`config.mk`:
```
export PLATFORM = sky130hd
export DESIGN_NAME = dcache_ctrl_flat
export DESIGN_NICKNAME = d
export VERILOG_FILES = /design/src/rtl/dcache_pkg.sv /design/src/rtl/dcache_ctrl_if.sv /design/src/rtl/dcache_beat_cnt.sv /design/src/rtl/dcache_ctrl.sv /design/src/flat_wrapper.sv
export SDC_FILE = /design/constraint.sdc
export NUM_CORES = 1
export LEC_CHECK = 0
export ABC_AREA = 0
export CORE_AREA = 5 5 207 209
export CTS_BUF_LIST = sky130_fd_sc_hd__clkbuf_8
export CTS_CLUSTER_SIZE = 28
export DETAILED_ROUTE_END_ITERATION = 10
export DIE_AREA = 0 0 212 214
export RECOVER_POWER = 100
export SLEW_MARGIN = 20
export SYNTH_ARGS = -nofsm -noshare
export SYNTH_HDL_FRONTEND = slang
export SYNTH_SLANG_ARGS = --single-unit
```
`constraint.sdc`:
```
create_clock -name clk -period 2.21 [get_ports clk]
set_clock_uncertainty 0.15 [all_clocks]
set_input_delay 0.3315 -clock clk [delete_from_list [all_inputs] [get_ports clk]]
set_output_delay 0.3315 -clock clk [all_outputs]
set_load 0.03 [all_outputs]
```
`src/rtl/dcache_pkg.sv`:
```
// Shared definitions for the data-cache controller: address split,
// beat count, FSM state encoding and line-address helper.
package dcache_pkg;

    localparam int ADDR_LEN = 32;
    localparam int IDX_LEN  = 6;
    localparam int OFF_LEN  = 6;
    localparam int TAG_LEN  = ADDR_LEN - IDX_LEN - OFF_LEN;
    localparam int DATA_LEN = 64;
    localparam int MASK_W   = DATA_LEN / 8;
    localparam int BEAT_W   = OFF_LEN - 3;
    localparam int BEATS    = 1 << BEAT_W;

    typedef enum logic [1:0] {
        ST_IDLE   = 2'd0,
        ST_CMP    = 2'd1,
        ST_WB     = 2'd2,
        ST_REFILL = 2'd3
    } state_e;

    // Line-aligned byte address built from a tag and a set index.
    function automatic logic [ADDR_LEN-1:0] line_addr(input logic [TAG_LEN-1:0] tag,
                                                      input logic [IDX_LEN-1:0] idx);
        return {tag, idx, {OFF_LEN{1'b0}}};
    endfunction

endpackage

```
`src/rtl/dcache_ctrl_if.sv`:
```
// Bundle of CPU, tag-array, data-array and memory-bus signals around the
// cache controller. master = controller side, slave = surrounding system.
interface dcache_ctrl_if;
    import dcache_pkg::*;

    // LSU side
    logic                cpu_valid_i;
    logic                cpu_ready_o;
    logic [ADDR_LEN-1:0] cpu_addr_i;
    logic                cpu_we_i;
    logic [DATA_LEN-1:0] cpu_wdata_i;
    logic [MASK_W-1:0]   cpu_wmask_i;
    logic [DATA_LEN-1:0] cpu_rdata_o;
    logic                cpu_done_o;
    // tag array
    logic [TAG_LEN-1:0]  tag_o;
    logic [IDX_LEN-1:0]  tag_index_o;
    logic                tag_dirty_o;
    logic                tag_we_o;
    logic                tag_hit_i;
    logic                tag_dirty_i;
    logic [TAG_LEN-1:0]  tag_rd_i;
    // data array
    logic [IDX_LEN-1:0]  data_index_o;
    logic [BEAT_W-1:0]   data_beat_o;
    logic                data_we_o;
    logic [MASK_W-1:0]   data_wmask_o;
    logic [DATA_LEN-1:0] data_wdata_o;
    logic [DATA_LEN-1:0] data_rdata_i;
    // memory bus
    logic                mem_req_o;
    logic                mem_we_o;
    logic [ADDR_LEN-1:0] mem_addr_o;
    logic [DATA_LEN-1:0] mem_wdata_o;
    logic [DATA_LEN-1:0] mem_rdata_i;
    logic                mem_ack_i;

    modport master (
        input  cpu_valid_i, cpu_addr_i, cpu_we_i, cpu_wdata_i, cpu_wmask_i,
        output cpu_ready_o, cpu_rdata_o, cpu_done_o,
        output tag_o, tag_index_o, tag_dirty_o, tag_we_o,
        input  tag_hit_i, tag_dirty_i, tag_rd_i,
        output data_index_o, data_beat_o, data_we_o, data_wmask_o, data_wdata_o,
        input  data_rdata_i,
        output mem_req_o, mem_we_o, mem_addr_o, mem_wdata_o,
        input  mem_rdata_i, mem_ack_i
    );

    modport slave (
        output cpu_valid_i, cpu_addr_i, cpu_we_i, cpu_wdata_i, cpu_wmask_i,
        input  cpu_ready_o, cpu_rdata_o, cpu_done_o,
        input  tag_o, tag_index_o, tag_dirty_o, tag_we_o,
        output tag_hit_i, tag_dirty_i, tag_rd_i,
        input  data_index_o, data_beat_o, data_we_o, data_wmask_o, data_wdata_o,
        output data_rdata_i,
        input  mem_req_o, mem_we_o, mem_addr_o, mem_wdata_o,
        output mem_rdata_i, mem_ack_i
    );

endinterface

```
`src/rtl/dcache_beat_cnt.sv`:
```
// Beat counter for line bursts: increments per accepted beat, wraps
// naturally after the last beat, and flags the final beat of a line.
module dcache_beat_cnt
    import dcache_pkg::*;
(
    input  logic              clk,
    input  logic              rst,
    input  logic              inc,
    input  logic              clr,
    output logic [BEAT_W-1:0] cnt_o,
    output logic              last_o
);

    logic [BEAT_W-1:0] cnt_q;
    logic [BEAT_W-1:0] cnt_d;

    // Next count: clear wins over increment; otherwise hold.
    always_comb begin
        cnt_d = cnt_q;
        if (clr) begin
            cnt_d = '0;
        end else if (inc) begin
            cnt_d = cnt_q + 1'b1;
        end
    end

    // Counter register.
    always_ff @(posedge clk) begin
        if (rst) begin
            cnt_q <= '0;
        end else begin
            cnt_q <= cnt_d;
        end
    end

    assign cnt_o  = cnt_q;
    assign last_o = (cnt_q == BEAT_W'(BEATS - 1));

endmodule

```
`src/rtl/dcache_ctrl.sv`:
```
// Direct-mapped data-cache controller: one outstanding load/store, tag
// compare, dirty-victim writeback burst, line refill burst, then replay.
module dcache_ctrl
    import dcache_pkg::*;
(
    input  logic         clk,
    input  logic         rst,
    dcache_ctrl_if.master bus
);

    state_e              state_q, state_d;
    logic [ADDR_LEN-1:0] addr_q, addr_d;
    logic                we_q, we_d;
    logic [DATA_LEN-1:0] wdata_q, wdata_d;
    logic [MASK_W-1:0]   wmask_q, wmask_d;
    logic [ADDR_LEN-1:0] victim_q, victim_d;
    // Set for the single idle cycle between the writeback and refill bursts.
    logic                gap_q, gap_d;

    logic                cnt_inc;
    logic                cnt_clr;
    logic [BEAT_W-1:0]   beat_cnt;
    logic                beat_last;

    logic [TAG_LEN-1:0]  req_tag;
    logic [IDX_LEN-1:0]  req_idx;
    logic [BEAT_W-1:0]   req_beat;
    logic                unused_byte_off;

    assign req_tag         = addr_q[ADDR_LEN-1 -: TAG_LEN];
    assign req_idx         = addr_q[OFF_LEN +: IDX_LEN];
    assign req_beat        = addr_q[3 +: BEAT_W];
    assign unused_byte_off = ^addr_q[2:0];

    dcache_beat_cnt u_beat_cnt (
        .clk    (clk),
        .rst    (rst),
        .inc    (cnt_inc),
        .clr    (cnt_clr),
        .cnt_o  (beat_cnt),
        .last_o (beat_last)
    );

    // Next-state and output decode; every output defaults to 0 so IDLE is quiet.
    always_comb begin
        state_d  = state_q;
        addr_d   = addr_q;
        we_d     = we_q;
        wdata_d  = wdata_q;
        wmask_d  = wmask_q;
        victim_d = victim_q;
        gap_d    = 1'b0;
        cnt_inc  = 1'b0;
        cnt_clr  = 1'b0;

        bus.cpu_ready_o  = 1'b0;
        bus.cpu_rdata_o  = '0;
        bus.cpu_done_o   = 1'b0;
        bus.tag_o        = '0;
        bus.tag_index_o  = '0;
        bus.tag_dirty_o  = 1'b0;
        bus.tag_we_o     = 1'b0;
        bus.data_index_o = '0;
        bus.data_beat_o  = '0;
        bus.data_we_o    = 1'b0;
        bus.data_wmask_o = '0;
        bus.data_wdata_o = '0;
        bus.mem_req_o    = 1'b0;
        bus.mem_we_o     = 1'b0;
        bus.mem_addr_o   = '0;
        bus.mem_wdata_o  = '0;

        unique case (state_q)
            ST_IDLE: begin
                bus.cpu_ready_o = 1'b1;
                cnt_clr         = 1'b1;
                if (bus.cpu_valid_i) begin
                    addr_d  = bus.cpu_addr_i;
                    we_d    = bus.cpu_we_i;
                    wdata_d = bus.cpu_wdata_i;
                    wmask_d = bus.cpu_wmask_i;
                    state_d = ST_CMP;
                end
            end

            ST_CMP: begin
                bus.tag_index_o  = req_idx;
                bus.tag_o        = req_tag;
                bus.data_index_o = req_idx;
                bus.data_beat_o  = req_beat;
                if (bus.tag_hit_i) begin
                    bus.cpu_done_o = 1'b1;
                    state_d        = ST_IDLE;
                    if (we_q) begin
                        bus.data_we_o    = 1'b1;
                        bus.data_wmask_o = wmask_q;
                        bus.data_wdata_o = wdata_q;
                        bus.tag_we_o     = 1'b1;
                        bus.tag_dirty_o  = 1'b1;
                    end else begin
                        bus.cpu_rdata_o = bus.data_rdata_i;
                    end
                end else if (bus.tag_dirty_i) begin
                    victim_d = line_addr(bus.tag_rd_i, req_idx);
                    state_d  = ST_WB;
                end else begin
                    state_d = ST_REFILL;
                end
            end

            ST_WB: begin
                bus.tag_index_o  = req_idx;
                bus.tag_o        = req_tag;
                bus.data_index_o = req_idx;
                bus.data_beat_o  = beat_cnt;
                bus.mem_req_o    = 1'b1;
                bus.mem_we_o     = 1'b1;
                bus.mem_addr_o   = victim_q;
                bus.mem_wdata_o  = bus.data_rdata_i;
                if (bus.mem_ack_i) begin
                    cnt_inc = 1'b1;
                    if (beat_last) begin
                        gap_d   = 1'b1;
                        state_d = ST_REFILL;
                    end
                end
            end

            ST_REFILL: begin
                bus.tag_index_o  = req_idx;
                bus.tag_o        = req_tag;
                bus.data_index_o = req_idx;
                bus.data_beat_o  = beat_cnt;
                if (!gap_q) begin
                    bus.mem_req_o  = 1'b1;
                    bus.mem_addr_o = line_addr(req_tag, req_idx);
                    if (bus.mem_ack_i) begin
                        bus.data_we_o    = 1'b1;
                        bus.data_wmask_o = '1;
                        bus.data_wdata_o = bus.mem_rdata_i;
                        cnt_inc          = 1'b1;
                        if (beat_last) begin
                            bus.tag_we_o    = 1'b1;
                            bus.tag_dirty_o = 1'b0;
                            state_d         = ST_CMP;
                        end
                    end
                end
            end

            default: state_d = ST_IDLE;
        endcase
    end

    // State and latched-request registers; reset aborts any burst in flight.
    always_ff @(posedge clk) begin
        if (rst) begin
            state_q  <= ST_IDLE;
            addr_q   <= '0;
            we_q     <= 1'b0;
            wdata_q  <= '0;
            wmask_q  <= '0;
            victim_q <= '0;
            gap_q    <= 1'b0;
        end else begin
            state_q  <= state_d;
            addr_q   <= addr_d;
            we_q     <= we_d;
            wdata_q  <= wdata_d;
            wmask_q  <= wmask_d;
            victim_q <= victim_d;
            gap_q    <= gap_d;
        end
    end

endmodule

```
`src/flat_wrapper.sv`:
```
// flat-port wrapper written by rule: the top's interface ports become plain ports
module dcache_ctrl_flat import dcache_pkg::*;
  (clk, rst, bus_cpu_valid_i, bus_cpu_addr_i, bus_cpu_we_i, bus_cpu_wdata_i, bus_cpu_wmask_i, bus_cpu_ready_o, bus_cpu_rdata_o, bus_cpu_done_o, bus_tag_o, bus_tag_index_o, bus_tag_dirty_o, bus_tag_we_o, bus_tag_hit_i, bus_tag_dirty_i, bus_tag_rd_i, bus_data_index_o, bus_data_beat_o, bus_data_we_o, bus_data_wmask_o, bus_data_wdata_o, bus_data_rdata_i, bus_mem_req_o, bus_mem_we_o, bus_mem_addr_o, bus_mem_wdata_o, bus_mem_rdata_i, bus_mem_ack_i);
  dcache_ctrl_if bus_i ();
  input  logic clk;
  input  logic rst;
  input wire logic [$bits(bus_i.cpu_valid_i)-1:0] bus_cpu_valid_i;
  input wire logic [$bits(bus_i.cpu_addr_i)-1:0] bus_cpu_addr_i;
  input wire logic [$bits(bus_i.cpu_we_i)-1:0] bus_cpu_we_i;
  input wire logic [$bits(bus_i.cpu_wdata_i)-1:0] bus_cpu_wdata_i;
  input wire logic [$bits(bus_i.cpu_wmask_i)-1:0] bus_cpu_wmask_i;
  output wire logic [$bits(bus_i.cpu_ready_o)-1:0] bus_cpu_ready_o;
  output wire logic [$bits(bus_i.cpu_rdata_o)-1:0] bus_cpu_rdata_o;
  output wire logic [$bits(bus_i.cpu_done_o)-1:0] bus_cpu_done_o;
  output wire logic [$bits(bus_i.tag_o)-1:0] bus_tag_o;
  output wire logic [$bits(bus_i.tag_index_o)-1:0] bus_tag_index_o;
  output wire logic [$bits(bus_i.tag_dirty_o)-1:0] bus_tag_dirty_o;
  output wire logic [$bits(bus_i.tag_we_o)-1:0] bus_tag_we_o;
  input wire logic [$bits(bus_i.tag_hit_i)-1:0] bus_tag_hit_i;
  input wire logic [$bits(bus_i.tag_dirty_i)-1:0] bus_tag_dirty_i;
  input wire logic [$bits(bus_i.tag_rd_i)-1:0] bus_tag_rd_i;
  output wire logic [$bits(bus_i.data_index_o)-1:0] bus_data_index_o;
  output wire logic [$bits(bus_i.data_beat_o)-1:0] bus_data_beat_o;
  output wire logic [$bits(bus_i.data_we_o)-1:0] bus_data_we_o;
  output wire logic [$bits(bus_i.data_wmask_o)-1:0] bus_data_wmask_o;
  output wire logic [$bits(bus_i.data_wdata_o)-1:0] bus_data_wdata_o;
  input wire logic [$bits(bus_i.data_rdata_i)-1:0] bus_data_rdata_i;
  output wire logic [$bits(bus_i.mem_req_o)-1:0] bus_mem_req_o;
  output wire logic [$bits(bus_i.mem_we_o)-1:0] bus_mem_we_o;
  output wire logic [$bits(bus_i.mem_addr_o)-1:0] bus_mem_addr_o;
  output wire logic [$bits(bus_i.mem_wdata_o)-1:0] bus_mem_wdata_o;
  input wire logic [$bits(bus_i.mem_rdata_i)-1:0] bus_mem_rdata_i;
  input wire logic [$bits(bus_i.mem_ack_i)-1:0] bus_mem_ack_i;
  assign bus_i.cpu_valid_i = bus_cpu_valid_i;
  assign bus_i.cpu_addr_i = bus_cpu_addr_i;
  assign bus_i.cpu_we_i = bus_cpu_we_i;
  assign bus_i.cpu_wdata_i = bus_cpu_wdata_i;
  assign bus_i.cpu_wmask_i = bus_cpu_wmask_i;
  assign bus_cpu_ready_o = bus_i.cpu_ready_o;
  assign bus_cpu_rdata_o = bus_i.cpu_rdata_o;
  assign bus_cpu_done_o = bus_i.cpu_done_o;
  assign bus_tag_o = bus_i.tag_o;
  assign bus_tag_index_o = bus_i.tag_index_o;
  assign bus_tag_dirty_o = bus_i.tag_dirty_o;
  assign bus_tag_we_o = bus_i.tag_we_o;
  assign bus_i.tag_hit_i = bus_tag_hit_i;
  assign bus_i.tag_dirty_i = bus_tag_dirty_i;
  assign bus_i.tag_rd_i = bus_tag_rd_i;
  assign bus_data_index_o = bus_i.data_index_o;
  assign bus_data_beat_o = bus_i.data_beat_o;
  assign bus_data_we_o = bus_i.data_we_o;
  assign bus_data_wmask_o = bus_i.data_wmask_o;
  assign bus_data_wdata_o = bus_i.data_wdata_o;
  assign bus_i.data_rdata_i = bus_data_rdata_i;
  assign bus_mem_req_o = bus_i.mem_req_o;
  assign bus_mem_we_o = bus_i.mem_we_o;
  assign bus_mem_addr_o = bus_i.mem_addr_o;
  assign bus_mem_wdata_o = bus_i.mem_wdata_o;
  assign bus_i.mem_rdata_i = bus_mem_rdata_i;
  assign bus_i.mem_ack_i = bus_mem_ack_i;
  dcache_ctrl u_core (.clk(clk), .rst(rst), .bus(bus_i));
endmodule
```
---- Word-level counts from Yosys, hierarchy flattened ----
Cells that the tools add are included.
cells by class
  bitwise operators ....................... 2
  reductions and logical operators ........ 8
  mux-type cells .......................... 45
  equal/unequal tests ..................... 10
  add/sub/neg operators ................... 1
operator list
  cell                                                                    number
  64-bit 2-to-1 mux                                                       8
  64-bit case mux with 2 select lines                                     1
  32-bit case mux with 2 select lines                                     1
  32-bit 2-to-1 mux                                                       1
  8-bit 2-to-1 mux                                                        4
  20-bit 2-to-1 mux                                                       1
  8-bit case mux with 2 select lines                                      1
  1-bit 2-to-1 mux                                                        14
  2-bit 2-to-1 mux                                                        7
  2-bit != test (second input constant)                                   4
  1-bit case mux with 2 select lines                                      4
  2-bit case mux with 4 select lines                                      1
  6-bit 2-to-1 mux                                                        1
  3-bit case mux with 2 select lines                                      1
  6-bit AND reduction                                                     1
  2-bit OR reduction                                                      3
  2-bit equality test (second input constant)                             2
  2-bit by 1-bit != test with 1-bit output (second input constant)        2
  3-bit by 1-bit adder with 3-bit output (second input constant)          1
  3-bit equality test (second input constant)                             1
  3-bit AND reduction                                                     1
  3-bit OR reduction                                                      1
  2-bit by 1-bit equality test with 1-bit output (second input constant)  1
  2-bit zero test                                                         1
  other kinds (2)                                                         3
storage, ports and cells
  flip-flop bits (word level) ............. 137
  input port bits ......................... 259
  logic and storage cells ................. 74
  output and inout port bits .............. 274

---- Depth between registers and ports, before layout ----
Gate-level depths: netlist (run 1).
  depth after elaboration ................. 5
  mapped depth ............................ 8
  mapped depth without buffers ............ 6

---- Hierarchy ----
A second synthesis (run 1) with hierarchy kept.
unflattened totals
  cells, all modules ...................... 958
  area total of the unflattened synthesis .. 7099.3 um2
modules (own cells, without submodules)
  module           area each (um2)  cells an instance  instances  sequential area each (um2)
  dcache_ctrl      6965.4           947                1          2622.5
  dcache_beat_cnt  133.9            11                 1          60.1

---- Worst setup path before layout (run 1) ----
No wires, ideal clock.
  path kind ............................... register to output
  from .................................... register u_core.state_q[0]
  to ...................................... output port bus_data_beat_o[0]
  arrival ................................. 1815 ps
  slack ................................... -86 ps
  cell stages (with the launch flop) ...... 7
  data required time ...................... 1729 ps
  buffers on the path ..................... 2
  cells stage by stage .................... dfxtp_1 -> inv_1 -> ha_1 -> buf_2 -> clkbuf_1 -> o21ai_0 -> a21oi_1
between the ends
  longest elaborated chain between the ends .. 3
  elaborated cells between the ends (all ways) .. 5
  classes of those cells .................. eq/ne: 3; mux: 1; reduce/logical: 1
ends and longest elaborated chain
  what                                    line                RTL
  start, declared                         dcache_ctrl.sv:11   state_e state_q, state_d;
  start signal, assigned                  dcache_ctrl.sv:166  state_q <= state_d;
  2-bit equality test                     dcache_ctrl.sv:73   unique case (state_q)
  2-bit OR reduction (no line)            --
  3-bit case mux with 2 select lines (*)  dcache_ctrl.sv:73
  end, declared                           flat_wrapper.sv:23  output wire logic [$bits(bus_i.data_beat_o)-1:0] bus_data_beat_o;
Every way passes the cells marked *; elsewhere a longest branch is shown, timed or not.

---- Worst setup path after layout (run 1) ----
  from .................................... register u_core.state_q[0]
  to ...................................... output port bus_data_wdata_o[11]
between the ends
  longest elaborated chain between the ends .. 2
  elaborated cells between the ends (all ways) .. 3
  classes of those cells .................. eq/ne: 2; mux: 1
ends and longest elaborated chain
  what                                                                                   line                RTL
  2-bit equality test or 2-bit by 1-bit equality test with 1-bit output (tied branches)  dcache_ctrl.sv:73
  64-bit case mux with 2 select lines (*)                                                dcache_ctrl.sv:73
  end, declared                                                                          flat_wrapper.sv:26  output wire logic [$bits(bus_i.data_wdata_o)-1:0] bus_data_wdata_o;
Marked as above.

==> flow_summary.ini, run 1 <==
[status]
outcome = finished with violations
failed_checks = negative setup slack

[clocking]
cts_hold_buf = 0
cts_tree = built
ctsRootBufferMaster = clkbuf_8
clock_latency_ns = 0.46
cts_num_sinks = 134
clock_path_buffers = 2
cts_buffers = 17
clk_pin_slew_worst_paths_ns = 0.08
h-tree-depth = 4

[power]
p_int_mw = 4.65
ir_drop_uv = 356
sequentialPowerShare_pct = 39.1
pwr-share-clk_pct = 28.1
power_frac_comb_pct = 32.7
power_density_mw_per_mm2 = 448
switching_share_pct = 32.7
p_leak_nw = 6.35
total_power_mw = 6.90
switching_power_mw = 2.26

[global_route]
grt_pass1_wl_um = 55400
grt_pass1_vias = 8345
grt_usage_pct = 16.3
antenna_found_initial = 3
grt_max_degree = 135
overflow = 0

[die]
core_area_mm2 = 0.0406
io_pins = 533
die_h_um = 214
start_util_pct = 17.0
rows = 74
die_w_um = 212
die_area_mm2 = 0.0454

[worst_setup_path]
crit_slowest_cell = dfxtp_4
path_class = flop to output port
cpPeakStageDelay_ns = 0.37
critical-path-top-delay-family = buffers and inverters
worst_path_most_repeated_cell = buf_12
cp_max_fo = 10
path_buf_inv = 3
worstSetupEndpointType = output port
worstPathRequired_ns = 1.73
path_cells = ha_4, nor2b_4, and2_4, buf_12, buf_12, a22o_4, buf_12
critical_path.startpoint_type = flop
critPathArrivalTime_ns = 2.01

[yosys]
synth_top_area_share_pct = 38.8
ys_types = 30
netlist_area_mm2 = 0.00692
ys_async_sr_fraction_pct = 0
yosysMostFrequentCell = nand2_1
ys_ff_latch = 134
ys.flop_type = dfxtp_1
yosysWarnings = 0
synth_edf_count = 0
yosys-top-cells-area = dfxtp_1 (39%), nand2_1 (14%), and2_1 (12%)
ys_top_cells_by_count = nand2_1 (262), dfxtp_1 (134), and2_1 (132)
yosysTopAreaCell = dfxtp_1
avgSynthCellArea_um2 = 7.55
syn_inst = 916
yosysSeqAreaShare_pct = 38.8

[cells_and_area]
multiInputGateArea_mm2 = 0.00422
nets = 1722
syn_to_final_growth_pct = 123
fill_cells = 4018
final_cells = 2003
drive_above_1_share_pct = 36.3
finalCoreUtilization_pct = 37.9
register_area_mm2 = 0.00269
design_area_mm2 = 0.0154

[job]
maxCapViolations = 0

[detailed_routing]
drtPass1Iterations = 5
drc_errors = 0
dr_total_vias = 8597
ant_nets = 0
wl_um = 41700
drt_iter0_drc = 422
viasPerCell = 4.29
wl_per_cell_um = 20.8

[placement]
place_inst = 1935
port_buffers = 523
place_area_mm2 = 0.0135
place_ws_ns = -0.0441
hpwl_um = 30100
gp_congestion = 0.844

[timing]
slew_violations = 0
tightest_slew_ns = 0.645
hold_viol = 0
setup_viol = 261
fmax_mhz = 402
fin_crit_ns = 2.49
worst_slack_ns = -0.279
slew_headroom_pct = 57.0
hold_ws_ns = 0.253
fin_crit_sh_pct = 113
fin_setup_tns_ns = -42.48
rsz0062_at_grt = yes

[worst_hold_path]
hold_class = primary input to flop
## routing by layer
metal / GRT usage, % / vias to the layer above / share of wire, %
li1: - / 4114 / -
met1: 17.5 / 4058 / 37
met2: 30.3 / 378 / 53
met3: 4.17 / 45 / 7.1
met4: 6.21 / 2 / 3.1
met5: 0 / - / 0.031
## worst paths after layout
path | from | end | slack (ns) | depth (start not counted)
worst max register to register | u_core.state_q[0] | u_core.state_q[1] | -0.02 | 10
worst min register to register | u_core.wdata_q[35] | u_core.wdata_q[35] | 0.31 | 2
worst max-delay path | u_core.state_q[0] | bus_data_wdata_o[11] | -0.28 | 7
worst min-delay path | bus_cpu_wdata_i[57] | u_core.wdata_q[57] | 0.25 | 3
## cells in the final DEF, fill, tap and decap left out, drive strengths merged, types with 2 or more instances in the layout
master	netlist	layout
a21o	8	8
a21oi	131	131
a22o	90	90
and2	132	132
buf	55	341
clkbuf	39	33
clkdlybuf4s50	0	254
clkinv	0	6
clkinvlp	0	2
conb	1	6
dfxtp	134	134
diode	0	3
ha	7	7
inv	5	8
mux2i	2	2
nand2	262	262
nor2	2	2
nor2b	28	28
nor3	4	4
o21ai	5	5
or2	2	2
## worst reg2reg max path: cells and delay by family (launching register included)
kind                       cells  cell delay [ns]
adders and majority gates      1             0.20
muxes                          1             0.32
AOI/OAI and AO/OA              2             0.44
DFF                            1             0.38
and+or+nand+nor                1             0.07
buffers and inverters          5             0.61
## registers in the layout, indices dropped and copies added (netlist names)
name and count:
u_core.state_q 2, u_core.wmask_q 8, u_core.we_q 1, u_core.victim_q 26, u_core.gap_q 1, u_core.addr_q 29, u_core.u_beat_cnt.cnt_o 3, u_core.wdata_q 64
## power by group through the flow
stage | clock (mW) | combinational (mW) | sequential (mW)
after detailed placement | 0 | 2.00 | 2.75
final | 1.94 | 2.26 | 2.70
after floorplan | 0 | 0.904 | 2.71
after CTS | 2.03 | 2.08 | 2.70
after global placement | 0 | 1.99 | 2.74
after global routing | 2.11 | 2.40 | 2.72
## area by class of cell
type / count / share of cell area [%]
Clock inverter: 12 / 0.585
Clock buffer: 19 / 1.70
Antenna cell: 3 / 0.0487
Inverter: 5 / 0.138
Timing Repair Buffer: 610 / 48.3
Tap cell: 532 / 4.32
Sequential cell: 134 / 17.5
Multi-Input combinational cell: 688 / 27.4
## cell families (layout without fill, tap and decap cells)
| kind of cell | Yosys count | count (layout) | share of synthesized area (%) |
|---|---|---|---|
| AOI/OAI and AO/OA | 239 | 239 | 22.7 |
| muxes | 3 | 3 | 0.506 |
| DFF | 134 | 134 | 38.8 |
| and+or+nand+nor | 432 | 432 | 29.5 |
| adders and majority gates | 7 | 7 | 1.27 |
| buffers and inverters | 99 | 646 | 7.02 |
| xor gates and xnor gates | 1 | 1 | 0.127 |
| other | 1 | 9 | 0.0542 |
## repair_timing
item,CTS,global route
setup buffers,4,10
endpoints found under the setup margin,266,265
gates resized for setup,331,116
gates cloned,5,15
pin swaps,56,55
No activity file was read; power rests on OpenSTA's default activity.
==> run 2, diff against run 1 <==
- TNS_END_PERCENT: unset -> 30
==> run 2 against run 1 <==
The run still ends with negative setup slack left. Flip-flop and latch count unchanged. Setup slack got worse by 0.042 ns. Core utilization decreased by 1.9 points. Global-route usage decreased by 0.52 points. Sequential share of layout area increased by 0.88 points. Maximum frequency decreased by 1.7%. Largest cell class unchanged. Highest routed layer is now met4.
==> flow_summary.ini, run 2 (same netlist as run 1, synthesis figures left out) <==
[clocking]
clock_latency_ns = 0.47
cts_buffers = 17
clk_pin_slew_worst_paths_ns = 0.09
ctsRootBufferMaster = clkbuf_8
h-tree-depth = 4
clock_path_buffers = 2
cts_hold_buf = 0
cts_num_sinks = 134
cts_tree = built

[worst_setup_path]
cp_max_fo = 16
worstRegToRegCells = 7
worstSetupEndpointType = output port
cpPeakStageDelay_ns = 0.38
startpoint = u_core.state_q[1]
r2r-end = u_core.addr_q[19]
reg2reg_slack_ns = 0.26
path_buf_inv = 5
crit_slowest_cell = dfxtp_4
path_class = flop to output port
path_cells = inv_2, buf_6, ha_4, and2_4, nor2b_4, buf_12, clkbuf_16, and2_4, buf_6
critical-path-top-delay-family = buffers and inverters
critical_path.startpoint_type = flop
reg2reg_from = u_core.state_q[0]
critPathArrivalTime_ns = 2.05
critPathCapture = bus_cpu_rdata_o[47]
cp.depth = 9
worstPathRequired_ns = 1.73

[power]
ir_drop_uv = 329
p_leak_nw = 6.09
power_density_mw_per_mm2 = 488
total_power_mw = 7.15

[timing]
fin_crit_sh_pct = 115
worst_slack_ns = -0.321
fin_crit_ns = 2.53
hold_viol = 0
hold_ws_ns = 0.0783
slew_violations = 0
setup_viol = 234
rsz0062_at_grt = yes
fmax_mhz = 395

[global_route]
overflow = 0
grt_usage_pct = 15.8
grt_pass1_wl_um = 54100
grt_pass1_vias = 8420
grt_max_degree = 65
antenna_found_initial = 3

[cells_and_area]
mostFrequentLayoutCells = nand2_1 (261), clkdlybuf4s50_1 (254), dfxtp_1 (132)
largest_reg_flops = 64
fill_cells = 4135
syn_to_final_growth_pct = 112
finalCoreUtilization_pct = 36.0
drive_above_1_share_pct = 32.8
layout_commonest_cell = nand2_1
final_cells = 1981
design_area_mm2 = 0.0146
top_regs = u_core.wdata_q x64, u_core.addr_q x29, u_core.victim_q x26
largest_register = u_core.wdata_q
nets = 1700

[detailed_routing]
drt_iter0_drc = 351
wl_met2_um = 21000
wl_um = 39800
dr_total_vias = 8409
wl_met3_um = 3020
drc_errors = 0
highest-signal-layer = met4
wl_met1_um = 14700
ant_nets = 0
viasPerCell = 4.24
drtPass1Iterations = 4
wl_per_cell_um = 20.1

[status]
failed_checks = negative setup slack
outcome = finished with violations

[worst_hold_path]
min_path_cells = 2
hold_class = primary input to flop

[placement]
port_buffers = 523
place_area_mm2 = 0.0134
hpwl_um = 30000
gp_congestion = 0.841
place_inst = 1936

[die]
io_pins = 533
start_util_pct = 17.0
rows = 74
die_w_um = 212
core_area_mm2 = 0.0406
die_area_mm2 = 0.0454
die_h_um = 214

[job]
maxCapViolations = 0
## run 2: cell types whose count changed in the layout (fill, tap and decap cells not counted), moves of 8 or more
cell | previous run | this run
buf_4 | 52 | 118
and2_1 | 28 | 52
and2_2 | 36 | 0
buf_6 | 162 | 99
and2_4 | 67 | 80
nor2b_1 | 9 | 18
a22o_4 | 10 | 2
buf_8 | 14 | 0
## run 2: worst min path at each step
stage               slack, ns                  end                start
finish                   0.08    u_core.addr_q[30]                  rst
global route             0.03   u_core.victim_q[9]                  rst
CTS                      0.02  u_core.victim_q[12]                  rst
detailed placement       0.30  u_core.victim_q[21]  u_core.victim_q[21]
global placement         0.29    u_core.wdata_q[9]    u_core.wdata_q[9]
floorplan                0.29    u_core.wdata_q[0]    u_core.wdata_q[0]
## run 2: worst register-to-register path, cell delays in order (launching register included)
cell	delay (ns)
dfxtp_2	0.34
inv_1	0.08
buf_6	0.11
ha_1	0.41
and2_4	0.29
buf_12	0.24
nand2_1	0.12
a21oi_1	0.14
## run 2: routing by layer
metal | global-route usage (%) | vias to the layer above
met3 | 4.52 | 45
met1 | 17.0 | 3941
met2 | 28.9 | 363
met5 | 0 | -
li1 | - | 4060
met4 | 6.18 | 0
## run 2: where the power goes
part           switching [mW]  internal (mW)  total (mW)
combinational            1.08           1.11        2.19
sequential              0.113           2.58        2.70
clock                    1.11           1.16        2.26
total                    2.30           4.85        7.15
## run 2: layout make-up
class	count	area, um2	area share [%]
Tap cell	532	666	4.54
Sequential cell	134	2690	18.3
Antenna cell	2	5.00	0.0342
Clock inverter	14	174	1.19
Timing Repair Buffer	588	6780	46.3
Inverter	5	18.8	0.128
Clock buffer	18	248	1.69
Multi-Input combinational cell	688	4070	27.8
## run 2: stage by stage
step | setup slack [ns] | TNS [ns]
after floorplan | -0.0250 | -1.50
after global placement | 0.0109 | 0
after detailed placement | -0.0215 | -0.0949
after CTS | -0.436 | -88.62
after global routing | -0.425 | -83.80
final | -0.321 | -53.68
## run 2: timing repair
action	in CTS	in global routing
pin swaps	3	24
endpoints found under the setup margin	265	266
setup buffers	0	5
cloned	1	8
gates resized for setup	174	160
